--- config.mk ---
export PLATFORM = sky130hd
export DESIGN_NAME = tdm_demux16
export DESIGN_NICKNAME = d
export VERILOG_FILES = /design/src/rtl/tdm_pkg.sv /design/src/rtl/tdm_demux16_demux1to16.sv /design/src/rtl/tdm_demux16.sv
export SDC_FILE = /design/constraint.sdc
export NUM_CORES = 1
export LEC_CHECK = 0
export BUFFER_PORTS_ARGS = -buffer_cell sky130_fd_sc_hd__buf_2
export CAP_MARGIN = 20
export CORE_MARGIN = 5
export CORE_UTILIZATION = 30
export CTS_CLUSTER_SIZE = 20
export DETAILED_ROUTE_END_ITERATION = 16
export PLACE_DENSITY = 0.47
export SYNTH_ARGS = -nofsm -noshare
export SYNTH_HDL_FRONTEND = slang
export SYNTH_SLANG_ARGS = --single-unit
--- constraint.sdc ---
create_clock -name Clock -period 1.85 [get_ports Clock]
set_clock_uncertainty 0.2 [all_clocks]
set_input_delay 0.185 -clock Clock [delete_from_list [all_inputs] [get_ports Clock]]
set_output_delay 0.185 -clock Clock [all_outputs]
set_load 0.02 [all_outputs]
--- src/rtl/tdm_pkg.sv ---
// tdm_pkg
//   Constants and state encoding shared by the 16-channel TDM link
//   (the tdm_demux16 receiver and the matching transmitter).
//   N     : number of channels (power of two)
//   SEL_W : channel counter width, log2(N)
package tdm_pkg;

  localparam int N     = 16;
  localparam int SEL_W = 4;

  typedef enum logic {
    HUNT = 1'b0,
    SYNC = 1'b1
  } state_t;

endpackage

--- src/rtl/tdm_demux16_demux1to16.sv ---
// demux1to16
//   Combinational 4-to-16 one-hot decoder. Produces the per-slot write enables
//   for the receiver's shadow frame register.
// Ports:
//   sel : slot index to enable
//   en  : global enable; when low, no output is asserted
//   y   : one-hot slot enables, y[k] selects slot k
module demux1to16
  import tdm_pkg::*;
(
  input  logic [SEL_W-1:0] sel,
  input  logic             en,
  output logic [0:N-1]     y
);

  always_comb begin
    y = '0;
    if (en) begin
      y[sel] = 1'b1;
    end
  end

endmodule

--- src/rtl/tdm_demux16.sv ---
// tdm_demux16
//   Receive end of the 16-channel TDM link. Locks onto the frame-sync marker,
//   steers each accepted bit into its channel slot and presents a complete
//   frame with a one-cycle valid strobe. Early syncs abort the partial frame
//   and raise a one-cycle err strobe.
// Ports:
//   Clock  : rising-edge clock
//   Resetn : synchronous active-low reset
//   d      : serial data bit for the current slot
//   en     : slot strobe, d and fsync are sampled only when high
//   fsync  : frame sync, marks the current bit as channel 0
//   Q      : last complete frame, Q[k] = channel k
//   valid  : one-cycle pulse when Q is updated
//   err    : one-cycle pulse when a frame is aborted by an early fsync
//   ch     : slot the next accepted bit will be written to
//   locked : high while in SYNC
//
// state | meaning
// HUNT  | waiting for the first fsync, all bits discarded
// SYNC  | framed, every accepted bit is written to its slot
module tdm_demux16
  import tdm_pkg::*;
(
  input  logic             Clock,
  input  logic             Resetn,
  input  logic             d,
  input  logic             en,
  input  logic             fsync,
  output logic [0:N-1]     Q,
  output logic             valid,
  output logic             err,
  output logic [SEL_W-1:0] ch,
  output logic             locked
);

  state_t           state, state_nxt;
  logic [SEL_W-1:0] ch_nxt;
  logic [SEL_W-1:0] wr_sel;
  logic             accept;
  logic             early;
  logic             frame_end;
  logic [0:N-1]     wr_en;
  logic [0:N-1]     shadow;
  // Frame completion and early sync are both reported one edge after the
  // edge that samples the causing bit, so each goes through a pending stage.
  logic             done_pend;
  logic             early_pend;

  always_comb begin
    state_nxt = state;
    ch_nxt    = ch;
    wr_sel    = ch;
    accept    = 1'b0;
    early     = 1'b0;
    frame_end = 1'b0;
    if (en) begin
      unique case (state)
        HUNT: begin
          if (fsync) begin
            accept    = 1'b1;
            wr_sel    = '0;
            ch_nxt    = SEL_W'(1);
            state_nxt = SYNC;
          end
        end
        SYNC: begin
          accept = 1'b1;
          if (fsync) begin
            // A sync anywhere but slot 0 restarts the frame.
            wr_sel = '0;
            ch_nxt = SEL_W'(1);
            early  = (ch != '0);
          end else begin
            ch_nxt    = ch + 1'b1;
            frame_end = (ch == SEL_W'(N - 1));
          end
        end
      endcase
    end
  end

  demux1to16 u_demux (
    .sel (wr_sel),
    .en  (accept),
    .y   (wr_en)
  );

  always_ff @(posedge Clock) begin
    if (!Resetn) begin
      state      <= HUNT;
      ch         <= '0;
      shadow     <= '0;
      Q          <= '0;
      valid      <= 1'b0;
      err        <= 1'b0;
      done_pend  <= 1'b0;
      early_pend <= 1'b0;
    end else begin
      state <= state_nxt;
      ch    <= ch_nxt;
      for (int k = 0; k < N; k++) begin
        if (wr_en[k]) begin
          shadow[k] <= d;
        end
      end
      done_pend  <= frame_end;
      early_pend <= early;
      valid      <= done_pend;
      err        <= early_pend;
      // shadow still holds the finished frame here; a new slot-0 write on
      // this same edge lands after the copy.
      if (done_pend) begin
        Q <= shadow;
      end
    end
  end

  assign locked = (state == SYNC);

endmodule

==> metrics <==
status=complete, no violations; max incr delay on CP=580 ps; Synth Warn #=0; Crit Path Class=reg -> reg; Final Hold Viols=0; layout cells sized above 1=22.1%; delay-heaviest family, CP=simple AND/OR/NAND/NOR gates; mapped cell area=1720 um^2; die height=85.8 um; final setup violation count=0; DR iter-0 viols=108; crit end category=flip-flop; H-tree depth=2; Hold Path Depth=2; Post-synth EDFFs=0; Critical path origin=ch[1]; cells after synthesis=177; DRC viols=0; Synth Area in Simple Gates=17.0%; flops & latches, synth=41; gr usage total=11.7%; Synth Area in Adders=1.45%; nets@finish=210; Hold Path Sink=shadow[9]; clock buffer depth=2; grt ovf=0; sequential area share after synthesis=47.6%; Compound-Gate Fraction of Synth Area=16.0%; Worst Tran Pin Value=419 ps; power per cell area=845 nW/um^2; Core Box Area=5540 um^2; Setup Total Neg Slack=0 ps; Worst Path Arrival=1770 ps; Max Fclk=0.574 GHz; Clock Tree Root=clkbuf_8; RR Endpoint=shadow[7]; RePlAce Congestion=0.763; antenna violations before repair=0; synthesis-to-layout area growth=19.2%; aggregate routed wire length=4030 um; total CTS buffers=5; Max VDD drop=0.000289 V; worst path required time=1870 ps; fin. max-slew vios=0; DR WL/cell=14.6 um; Max Cap Viol=0; register clock-pin slew on the reported worst setup and hold paths=80 ps; dominant synthesized flop cell=dfxtp_1; Avg Cell Area, Syn=9.74 um^2; P_leak=0.000773 uW; Final Cycle Share=94.1%; Fillers=592; vias after detailed routing=1427; vias in the first global route=1419; worst hold path class=in -> reg; r2r setup slk=110 ps; Ports=28; first-pass GRT wire length=6870 um; First-pass DRT Iterations=4; main combinational cell family by area after synthesis=simple AND/OR/NAND/NOR gates; Crit Path Max Fanout=13; xor/xnor share of the synthesized area=0%; WP depth=3; multi-input logic area=795 um^2; RSZ-0062 raised after global routing=no; ANT nets after route=0; worst path buffer plus inverter count=0; Register Area=822 um^2; mux share of post-synthesis cell area=11.6%; Starting Density=31.1%; largest net degree at the start of global routing=24; crit path time final=1740 ps; n_diodes=0; Sink Count=41; Hold Path Origin=fsync; final hold slack=16.8 ps; vias per inst=5.17; hpwl dp=2790 um; Port Buffers=27; asr flop ratio synth=0%; Synth cell types=34; Slew headroom=72.0%; Die ar.=7360 um^2; cell row count=27; Worst Setup Start Kind=flip-flop; crit-path cells=nand4_1, or4b_1, a21oi_1; Die Wd=85.8 um; CTS tree=built; clk_lat worst skew=290 ps; syn_nets=184; CP max-delay cell=dfxtp_1; reg2reg path depth=3; R2R Path Start=ch[1]
[synthesized netlist by cell type, types with 2 or more instances]
library cell | number | share of area (%)
o31ai_1 | 4 | 1.7
o21ai_0 | 2 | 0.58
a21oi_1 | 9 | 2.6
or4b_1 | 2 | 1.2
ha_1 | 2 | 1.5
nand2b_1 | 3 | 1.1
nor3_1 | 3 | 0.87
nand4_1 | 6 | 2.2
buf_1 | 2 | 0.44
o41ai_1 | 10 | 5.1
o311ai_0 | 8 | 4.1
nor2b_1 | 2 | 0.73
buf_4 | 4 | 1.7
dfxtp_1 | 41 | 48
mux2i_1 | 20 | 12
nor2_1 | 20 | 4.4
inv_1 | 6 | 1.3
clkbuf_1 | 6 | 1.3
buf_2 | 3 | 0.87
nand2_1 | 9 | 2.0
and2_1 | 2 | 0.73
[worst max-delay path by stage]
stage	endpoint
2_1_floorplan	shadow[7]
3_3_place_gp	shadow[12]
3_5_place_dp	shadow[12]
4_1_cts	shadow[12]
5_1_grt	shadow[5]
6_report	shadow[7]
[logic make-up (layout without fill, tap and decap cells)]
kind of cell / count (synthesis) / in the layout
fa+ha+maj: 2 / 2
mux: 20 / 20
buf+inv: 22 / 49
simple gates: 55 / 55
compound gates: 37 / 37
flops: 41 / 41
[cells in the final DEF (no fill, tap or decap), drive strengths merged, types with 3 or more instances in the layout]
cell type	n
a21oi	9
buf	34
clkbuf	7
dfxtp	41
inv	6
mux2i	20
nand2	9
nand2b	3
nand4	6
nor2	20
nor3	3
o311ai	8
o31ai	4
o41ai	10
[layer usage]
metal / vias up / track usage [%] / part of all wire, %
met5: - / 0 / 0
met4: 0 / 5.61 / 1.7
met1: 671 / 14.5 / 47
li1: 705 / - / -
met3: 5 / 4.03 / 5.2
met2: 46 / 18.1 / 47
[metrics by stage]
| stage | utilization [%] | instances | setup slack [ps] | power (uW) | cell area [um^2] |
|---|---|---|---|---|---|
| after floorplan | - | 177 | 198 | 977 | 1720 |
| after global placement | 34.8 | 267 | 133 | 1010 | 1930 |
| after detailed placement | 34.8 | 267 | 101 | 1010 | 1930 |
| after CTS | 37.1 | 276 | 90.7 | 1760 | 2050 |
| after global routing | 37.1 | 276 | 19.2 | 1800 | 2060 |
| final | 37.1 | 276 | 109 | 1740 | 2060 |
[state kept, by name, indices dropped and copies added (netlist names)]
register,cells
ch,4
Q,16
locked,1
early_pend,1
err,1
shadow,16
valid,1
done_pend,1
[what timing repair did]
action,in CTS,in global routing
endpoints found under the setup margin,0,1
hold buffers,1,0
hold endpoints to repair,2,0
gates resized for setup,0,1
setup buffers,0,0
[final cells by class]
class	instances	share of cell area, %
multi-input cells	114	38.6
flip-flops and latches	41	40.0
well taps	72	4.38
clock buffers	7	4.20
repair buffers	35	10.2
inverters	6	1.10
clock inverters	1	1.46
[power breakdown]
part	switching [uW]	total, uW	internal (uW)
clock	307	747	440
sequential	11.9	899	887
combinational	60.0	91.2	31.2
total	379	1740	1360
Note: power is estimated with default switching activity, not from simulation.
